<file path="config.mk">
export PLATFORM = sky130hd
export DESIGN_NAME = fifo_rd_stream_flat
export DESIGN_NICKNAME = d
export VERILOG_FILES = /design/src/rtl/fifo_rd_stream_pkg.sv /design/src/rtl/fifo_rd_stream_if.sv /design/src/rtl/fifo_rd_skid_buf.sv /design/src/rtl/fifo_rd_stream.sv /design/src/flat_wrapper.sv
export SDC_FILE = /design/constraint.sdc
export NUM_CORES = 1
export LEC_CHECK = 0
export ABC_CLOCK_PERIOD_IN_PS = 5200
export BUFFER_PORTS_ARGS = -buffer_cell sky130_fd_sc_hd__buf_2
export CORE_UTILIZATION = 39
export CTS_CLUSTER_DIAMETER = 50
export DETAILED_ROUTE_END_ITERATION = 16
export SLEW_MARGIN = 30
export SYNTH_ARGS = -nofsm -noshare
export SYNTH_HDL_FRONTEND = slang
export SYNTH_SLANG_ARGS = --single-unit
</file>
<file path="constraint.sdc">
create_clock -name rd_clk -period 5.2 [get_ports rd_clk]
set_clock_uncertainty 0.05 [all_clocks]
set_input_delay 1.04 -clock rd_clk [delete_from_list [all_inputs] [get_ports rd_clk]]
set_output_delay 1.04 -clock rd_clk [all_outputs]
set_load 0.01 [all_outputs]
</file>
<file path="src/rtl/fifo_rd_stream_pkg.sv">
// Shared limits and sizing helpers for the FIFO-read-to-stream adapter.
package fifo_rd_stream_pkg;

  localparam int MAX_DATA_WIDTH = 256;
  localparam int MAX_RD_LATENCY = 2;
  localparam int BEAT_CNT_W     = 16;

  // Buffer must absorb every read still in the FIFO pipeline plus one beat of slack.
  function automatic int buf_depth(input int rd_latency);
    return rd_latency + 2;
  endfunction

  function automatic int ptr_width(input int depth);
    return (depth > 1) ? $clog2(depth) : 1;
  endfunction

  function automatic int cnt_width(input int depth);
    return $clog2(depth + 1);
  endfunction

endpackage

</file>
<file path="src/rtl/fifo_rd_stream_if.sv">
// FIFO read port plus output stream bundle; master is the adapter, slave the surroundings.
interface fifo_rd_stream_if #(
  parameter int DATA_WIDTH = 32
);
  logic                  fifo_rd_en;
  logic [DATA_WIDTH-1:0] fifo_rd_data;
  logic                  fifo_empty;
  logic [DATA_WIDTH-1:0] m_data;
  logic                  m_valid;
  logic                  m_ready;
  logic                  m_last;
  logic                  busy;

  modport master (
    output fifo_rd_en,
    input  fifo_rd_data,
    input  fifo_empty,
    output m_data,
    output m_valid,
    input  m_ready,
    output m_last,
    output busy
  );

  modport slave (
    input  fifo_rd_en,
    output fifo_rd_data,
    output fifo_empty,
    input  m_data,
    input  m_valid,
    output m_ready,
    input  m_last,
    input  busy
  );
endinterface

</file>
<file path="src/rtl/fifo_rd_skid_buf.sv">
// Small circular word buffer: write at tail, pop at head, head word always visible.
module fifo_rd_skid_buf
  import fifo_rd_stream_pkg::*;
#(
  parameter  int DATA_WIDTH = 32,
  parameter  int DEPTH      = 2,
  localparam int PTR_W      = ptr_width(DEPTH),
  localparam int CNT_W      = cnt_width(DEPTH)
) (
  input  logic                  i_clk,
  input  logic                  i_rst_n,
  input  logic                  i_wr,
  input  logic [DATA_WIDTH-1:0] i_wr_data,
  input  logic                  i_pop,
  output logic [CNT_W-1:0]      o_count,
  output logic                  o_valid,
  output logic [DATA_WIDTH-1:0] o_head
);

  logic [DATA_WIDTH-1:0] r_mem [DEPTH];
  logic [PTR_W-1:0]      r_wr_ptr;
  logic [PTR_W-1:0]      r_rd_ptr;
  logic [CNT_W-1:0]      r_count;
  logic                  r_valid;
  logic [CNT_W-1:0]      w_count_nxt;

  // DEPTH need not be a power of two, so wrap explicitly.
  function automatic logic [PTR_W-1:0] ptr_inc(input logic [PTR_W-1:0] p);
    return (p == PTR_W'(DEPTH - 1)) ? '0 : p + PTR_W'(1);
  endfunction

  always_comb begin
    // NOTE: default first so every path assigns the variable and no latch is inferred.
    w_count_nxt = r_count;
    case ({i_wr, i_pop})
      2'b10:   w_count_nxt = r_count + CNT_W'(1);
      2'b01:   w_count_nxt = r_count - CNT_W'(1);
      default: w_count_nxt = r_count;
    endcase
  end

  // NOTE: state is updated with non-blocking assignments so every flop samples pre-edge values.
  always_ff @(posedge i_clk) begin
    if (!i_rst_n) begin
      r_wr_ptr <= '0;
      r_rd_ptr <= '0;
      r_count  <= '0;
      r_valid  <= 1'b0;
      // NOTE: storage is cleared too, so the head word reads as zero straight out of reset.
      for (int i = 0; i < DEPTH; i++) r_mem[i] <= '0;
    end else begin
      if (i_wr) begin
        r_mem[r_wr_ptr] <= i_wr_data;
        r_wr_ptr        <= ptr_inc(r_wr_ptr);
      end
      if (i_pop) r_rd_ptr <= ptr_inc(r_rd_ptr);
      r_count <= w_count_nxt;
      r_valid <= (w_count_nxt != '0);
    end
  end

  assign o_count = r_count;
  assign o_valid = r_valid;
  assign o_head  = r_mem[r_rd_ptr];

endmodule

</file>
<file path="src/rtl/fifo_rd_stream.sv">
// Turns a FIFO read port with RD_LATENCY read delay into a valid/ready stream.
// Define FIFO_RD_STREAM_LAST_EN to build the per-line beat counter driving m_last.
module fifo_rd_stream
  import fifo_rd_stream_pkg::*;
#(
  parameter int DATA_WIDTH = 32,
  parameter int RD_LATENCY = 0,
  parameter int LINE_LEN   = 1024
) (
  input  logic               rd_clk,
  input  logic               rd_rst_n,
  fifo_rd_stream_if.master   bus
);

  localparam int DEPTH = buf_depth(RD_LATENCY);
  localparam int CNT_W = cnt_width(DEPTH);

  logic                  w_rd_en;
  logic                  w_wr;
  logic                  w_pop;
  logic                  w_valid;
  logic [CNT_W-1:0]      w_count;
  logic [CNT_W-1:0]      w_inflight;
  logic [CNT_W-1:0]      w_pending;
  logic [DATA_WIDTH-1:0] w_head;

  // Credit check uses only registered state, so m_ready never reaches fifo_rd_en.
  assign w_pending = w_count + w_inflight;
  assign w_rd_en   = ~bus.fifo_empty & (w_pending < CNT_W'(DEPTH)) & rd_rst_n;
  assign w_pop     = w_valid & bus.m_ready;

  if (RD_LATENCY == 0) begin : g_no_pipe
    assign w_wr       = w_rd_en;
    assign w_inflight = '0;
  end else begin : g_pipe
    logic [RD_LATENCY-1:0] r_rd_pipe;

    always_ff @(posedge rd_clk) begin
      if (!rd_rst_n) begin
        r_rd_pipe <= '0;
      end else begin
        r_rd_pipe[0] <= w_rd_en;
        for (int i = 1; i < RD_LATENCY; i++) r_rd_pipe[i] <= r_rd_pipe[i-1];
      end
    end

    assign w_wr       = r_rd_pipe[RD_LATENCY-1];
    assign w_inflight = CNT_W'($countones(r_rd_pipe));
  end

  fifo_rd_skid_buf #(
    .DATA_WIDTH (DATA_WIDTH),
    .DEPTH      (DEPTH)
  ) u_buf (
    .i_clk     (rd_clk),
    .i_rst_n   (rd_rst_n),
    .i_wr      (w_wr),
    .i_wr_data (bus.fifo_rd_data),
    .i_pop     (w_pop),
    .o_count   (w_count),
    .o_valid   (w_valid),
    .o_head    (w_head)
  );

`ifdef FIFO_RD_STREAM_LAST_EN
  logic [BEAT_CNT_W-1:0] r_beat;

  always_ff @(posedge rd_clk) begin
    if (!rd_rst_n) begin
      r_beat <= '0;
    end else if (w_pop) begin
      r_beat <= (r_beat == BEAT_CNT_W'(LINE_LEN - 1)) ? '0 : r_beat + BEAT_CNT_W'(1);
    end
  end

  assign bus.m_last = w_valid & (r_beat == BEAT_CNT_W'(LINE_LEN - 1));
`else
  assign bus.m_last = 1'b0;
`endif

  assign bus.fifo_rd_en = w_rd_en;
  assign bus.m_data     = w_head;
  assign bus.m_valid    = w_valid;
  assign bus.busy       = (w_pending != '0);

endmodule

</file>
<file path="src/flat_wrapper.sv">
// flat-port wrapper written by rule: the top's interface ports become plain ports
module fifo_rd_stream_flat import fifo_rd_stream_pkg::*;
#(
  parameter int DATA_WIDTH = 32,
  parameter int RD_LATENCY = 0,
  parameter int LINE_LEN   = 1024
)
  (rd_clk, rd_rst_n, bus_fifo_rd_en, bus_fifo_rd_data, bus_fifo_empty, bus_m_data, bus_m_valid, bus_m_ready, bus_m_last, bus_busy);
  fifo_rd_stream_if #(.DATA_WIDTH(DATA_WIDTH)) bus_i ();
  input  logic rd_clk;
  input  logic rd_rst_n;
  output wire logic [$bits(bus_i.fifo_rd_en)-1:0] bus_fifo_rd_en;
  input wire logic [$bits(bus_i.fifo_rd_data)-1:0] bus_fifo_rd_data;
  input wire logic [$bits(bus_i.fifo_empty)-1:0] bus_fifo_empty;
  output wire logic [$bits(bus_i.m_data)-1:0] bus_m_data;
  output wire logic [$bits(bus_i.m_valid)-1:0] bus_m_valid;
  input wire logic [$bits(bus_i.m_ready)-1:0] bus_m_ready;
  output wire logic [$bits(bus_i.m_last)-1:0] bus_m_last;
  output wire logic [$bits(bus_i.busy)-1:0] bus_busy;
  assign bus_fifo_rd_en = bus_i.fifo_rd_en;
  assign bus_i.fifo_rd_data = bus_fifo_rd_data;
  assign bus_i.fifo_empty = bus_fifo_empty;
  assign bus_m_data = bus_i.m_data;
  assign bus_m_valid = bus_i.m_valid;
  assign bus_i.m_ready = bus_m_ready;
  assign bus_m_last = bus_i.m_last;
  assign bus_busy = bus_i.busy;
  fifo_rd_stream #(.DATA_WIDTH(DATA_WIDTH), .RD_LATENCY(RD_LATENCY), .LINE_LEN(LINE_LEN)) u_core (.rd_clk(rd_clk), .rd_rst_n(rd_rst_n), .bus(bus_i));
endmodule
</file>
==> impl_results.md <==
- Status: completed
- CTS resizes: 0
- Post-CTS Repair Setup Buffers: 0
- Max Cap Viol: 0
- Initial DRT Pass Iterations: 6
- RSZ-0062 raised after global routing: no
- Power per Cell Area: 355 nW/µm²
- Post-Synth XOR/XNOR Area: 0.564%
- Fillers: 718
- Kind of critical path: flip-flop to primary output
- Syn nets: 251
- Peak supply drop: 0.179 mV
- Starting Density: 40.2%
- Final worst path period need: 2850 ps
- PortBufs: 70
- DPL Wire Length: 3.32 mm
- Reg2reg end: u_core.u_buf.r_mem[1][19]$_SDFFCE_PN0P_
- WL/cell: 14.8 µm
- RR Startpoint: u_core.u_buf.r_wr_ptr$_SDFFE_PN0P_
- I/O pin count: 72
- Final wirelength: 5.75 mm
- Mapped cell area: 3100 µm²
- Sequential area share after synthesis: 65.8%
- CP cell instances: mux2_2 -> buf_2
- Initial antenna violation count: 0
- Syn Inst Count: 214
- CP required: 4110 ps
- LEAKAGE: 1.76 nW
- Fmax: 0.351 GHz
- All-Layer GR Usage: 14.9%
- Post-Synth Adder-Cell Area: 0.403%
- Seq cells post-synth: 70
- Tot Pwr: 0.00131 W
- Post-synthesis simple-gate area fraction: 16.0%
- CP max FO: 32
- Via count: 1,874
- Largest family of logic cells by synthesized area: simple AND/OR/NAND/NOR gates
- Fin nets: 317
- N_diodes: 0
- CTS tree: yes
- DRC Markers: 0
- Core ar.: 7730 µm²
- CP endpoint kind: primary output
- Layout cells sized above 1: 43.5%
- Area Growth Syn to Fin: 18.6%
- Fin Setup TNS: 0 ps
- Largest net degree at the start of global routing: 66
- Worst setup SP type: flip-flop
- H-tree depth: 3
- Setup crit end: bus_m_data[23]
- # setup viols final: 0
- Congestion Overflow GR: 0
- Yosys cell types: 29
- Die X: 91.2 µm
- Initial DRC Count: 67
- R2R Setup Slk: 3220 ps
- Fin crit share: 54.9%
- CTS Buf Count: 9
- Placer's final routability congestion estimate: 0.657
- Skew-Pair Late Insertion Delay: 330 ps
- Final slew viol count: 0
- Max clock buf depth: 2
- Vias in the first global route: 1,932
- Synth Area in Compound Gates: 1.41%
- Ys Warns: 0
- Hold_buf cts: 0
- Die footprint: 8320 µm²
- Final Hold Viols: 0
- Worst Path Arrival: 1760 ps
- Rows: 32
- Mux contribution to synthesized area: 11.6%
- Die Ht: 91.2 µm
- Critical path's slowest cell: dfxtp_2
- Worst Tran Pin Value: 806 ps
- Slew margin rel.: 46.0%
- First-pass GRT wire length: 9.25 mm
- Clock slew at reported path FFs: 70 ps
- Post-Syn Area per Cell: 14.5 µm²
- Synth area leaders: edfxtp_1 62%, and3_1 13%, mux2_2 11%, dfxtp_1 3.9%, buf_6 1.8%
- Largest area contributor in the netlist: edfxtp_1
- Final ANT Viol Nets: 0
- R2R depth: 4
- Yosys top cell area share: 61.9%
- Root Buffer: clkbuf_8
- Clock sink count: 70
- Via density: 4.84
- Worst Hold Class: flip-flop to flip-flop
- Slowest stage delay, CP: 860 ps
## worst max-delay path, delay by kind of cell (launching register included)
kind,cells,cell delay [ps]
buffers and inverters,1,140
DFF,1,860
muxes,1,420
## placed cells by master, fill, tap and decap left out
cell type,n
o311a_1,1
nand2_2,2
mux2_1,2
and2_1,1
clkbuf_1,1
ha_1,1
clkinv_2,3
xnor2_1,1
inv_1,3
clkinv_1,2
conb_1,1
clkbuf_8,9
nand2_1,4
a21o_1,1
a31o_2,1
nor2b_2,1
nand2b_1,2
dfxtp_1,5
nor2b_1,2
a21oi_1,1
bufinv_16,1
nand3b_1,1
dfxtp_2,1
nor2_2,1
o21ai_0,1
mux2_2,30
a21boi_0,1
or2_2,1
and3_1,65
buf_2,70
buf_4,3
edfxtp_1,64
nor2b_4,1
xor2_1,1
## synth_stat cells, drive strengths merged
master / number
a21o: 1
conb: 1
buf: 9
mux2: 32
nor2: 1
a21boi: 1
ha: 1
a21oi: 1
nand2b: 2
nor2b: 4
xnor2: 1
dfxtp: 6
o311a: 1
edfxtp: 64
a31o: 1
or2: 1
xor2: 1
and2: 1
inv: 3
o21ai: 1
and3: 65
nand2: 6
clkbuf: 9
nand3b: 1
## flip-flops by register name, indices dropped and copies added, names as in the netlist, named ones only
name,cells
u_core.u_buf.r_mem,64
u_core.u_buf.o_count,2
u_core.u_buf.o_valid,1
u_core.u_buf.r_rd_ptr,1
u_core.u_buf.r_wr_ptr,1
## worst min-delay path by stage
stage,start,endpoint,slack (ps),cells after the start
final,u_core.u_buf.r_wr_ptr$_SDFFE_PN0P_,u_core.u_buf.r_wr_ptr$_SDFFE_PN0P_,470,2
after detailed placement,u_core.u_buf.r_wr_ptr$_SDFFE_PN0P_,u_core.u_buf.r_wr_ptr$_SDFFE_PN0P_,470,2
after global routing,u_core.u_buf.r_wr_ptr$_SDFFE_PN0P_,u_core.u_buf.r_wr_ptr$_SDFFE_PN0P_,530,2
after CTS,u_core.u_buf.r_wr_ptr$_SDFFE_PN0P_,u_core.u_buf.r_wr_ptr$_SDFFE_PN0P_,480,2
after floorplan,u_core.u_buf.r_wr_ptr$_SDFFE_PN0P_,u_core.u_buf.r_wr_ptr$_SDFFE_PN0P_,420,2
after global placement,u_core.u_buf.r_wr_ptr$_SDFFE_PN0P_,u_core.u_buf.r_wr_ptr$_SDFFE_PN0P_,460,2
## cells by family (layout without fill, tap and decap cells)
group | Yosys count | in the layout
other | 1 | 1
buffers and inverters | 21 | 92
multiplexers | 32 | 32
flip-flops | 70 | 70
XOR/XNOR | 2 | 2
AO/OA/AOI/OAI | 6 | 6
adder cells (fa/ha/maj) | 1 | 1
AND/OR/NAND/NOR | 81 | 81
## per-stage QoR
stage,utilization (%),hold slack [ps],setup WS [ps],cell area [µm²],cells
3_5_place_dp,45.3,468,2420,3500,371
4_1_cts,47.6,477,2270,3680,387
5_1_grt,47.6,529,2230,3680,387
2_1_floorplan,-,416,2510,3100,214
6_report,47.6,472,2350,3680,387
3_3_place_gp,45.3,465,2450,3500,371
## layer usage
layer  global-route usage (%)  vias to the layer above  share of wire [%]
met5                        0                        -                  0
met4                     8.33                        0                2.2
met3                     3.18                       10                4.0
met2                     25.8                       39                 51
met1                     17.0                      895                 42
li1                         -                      930                  -
## report_power, final
part           internal, W  leakage, nW  switching, W
clock             0.000216       0.0949      0.000187
combinational    0.0000974        0.935      0.000108
sequential        0.000673        0.731     0.0000263
## area by class of cell
cell class,count,area (µm²),area share (%)
clock buffer,10,128,3.47
clock inverter,6,52.6,1.43
inverter,3,11.3,0.306
multi-input combinational,123,946,25.7
sequential,70,2040,55.5
tap,102,128,3.47
timing repair buffer,73,373,10.1
(Power assumes the default switching activity.)
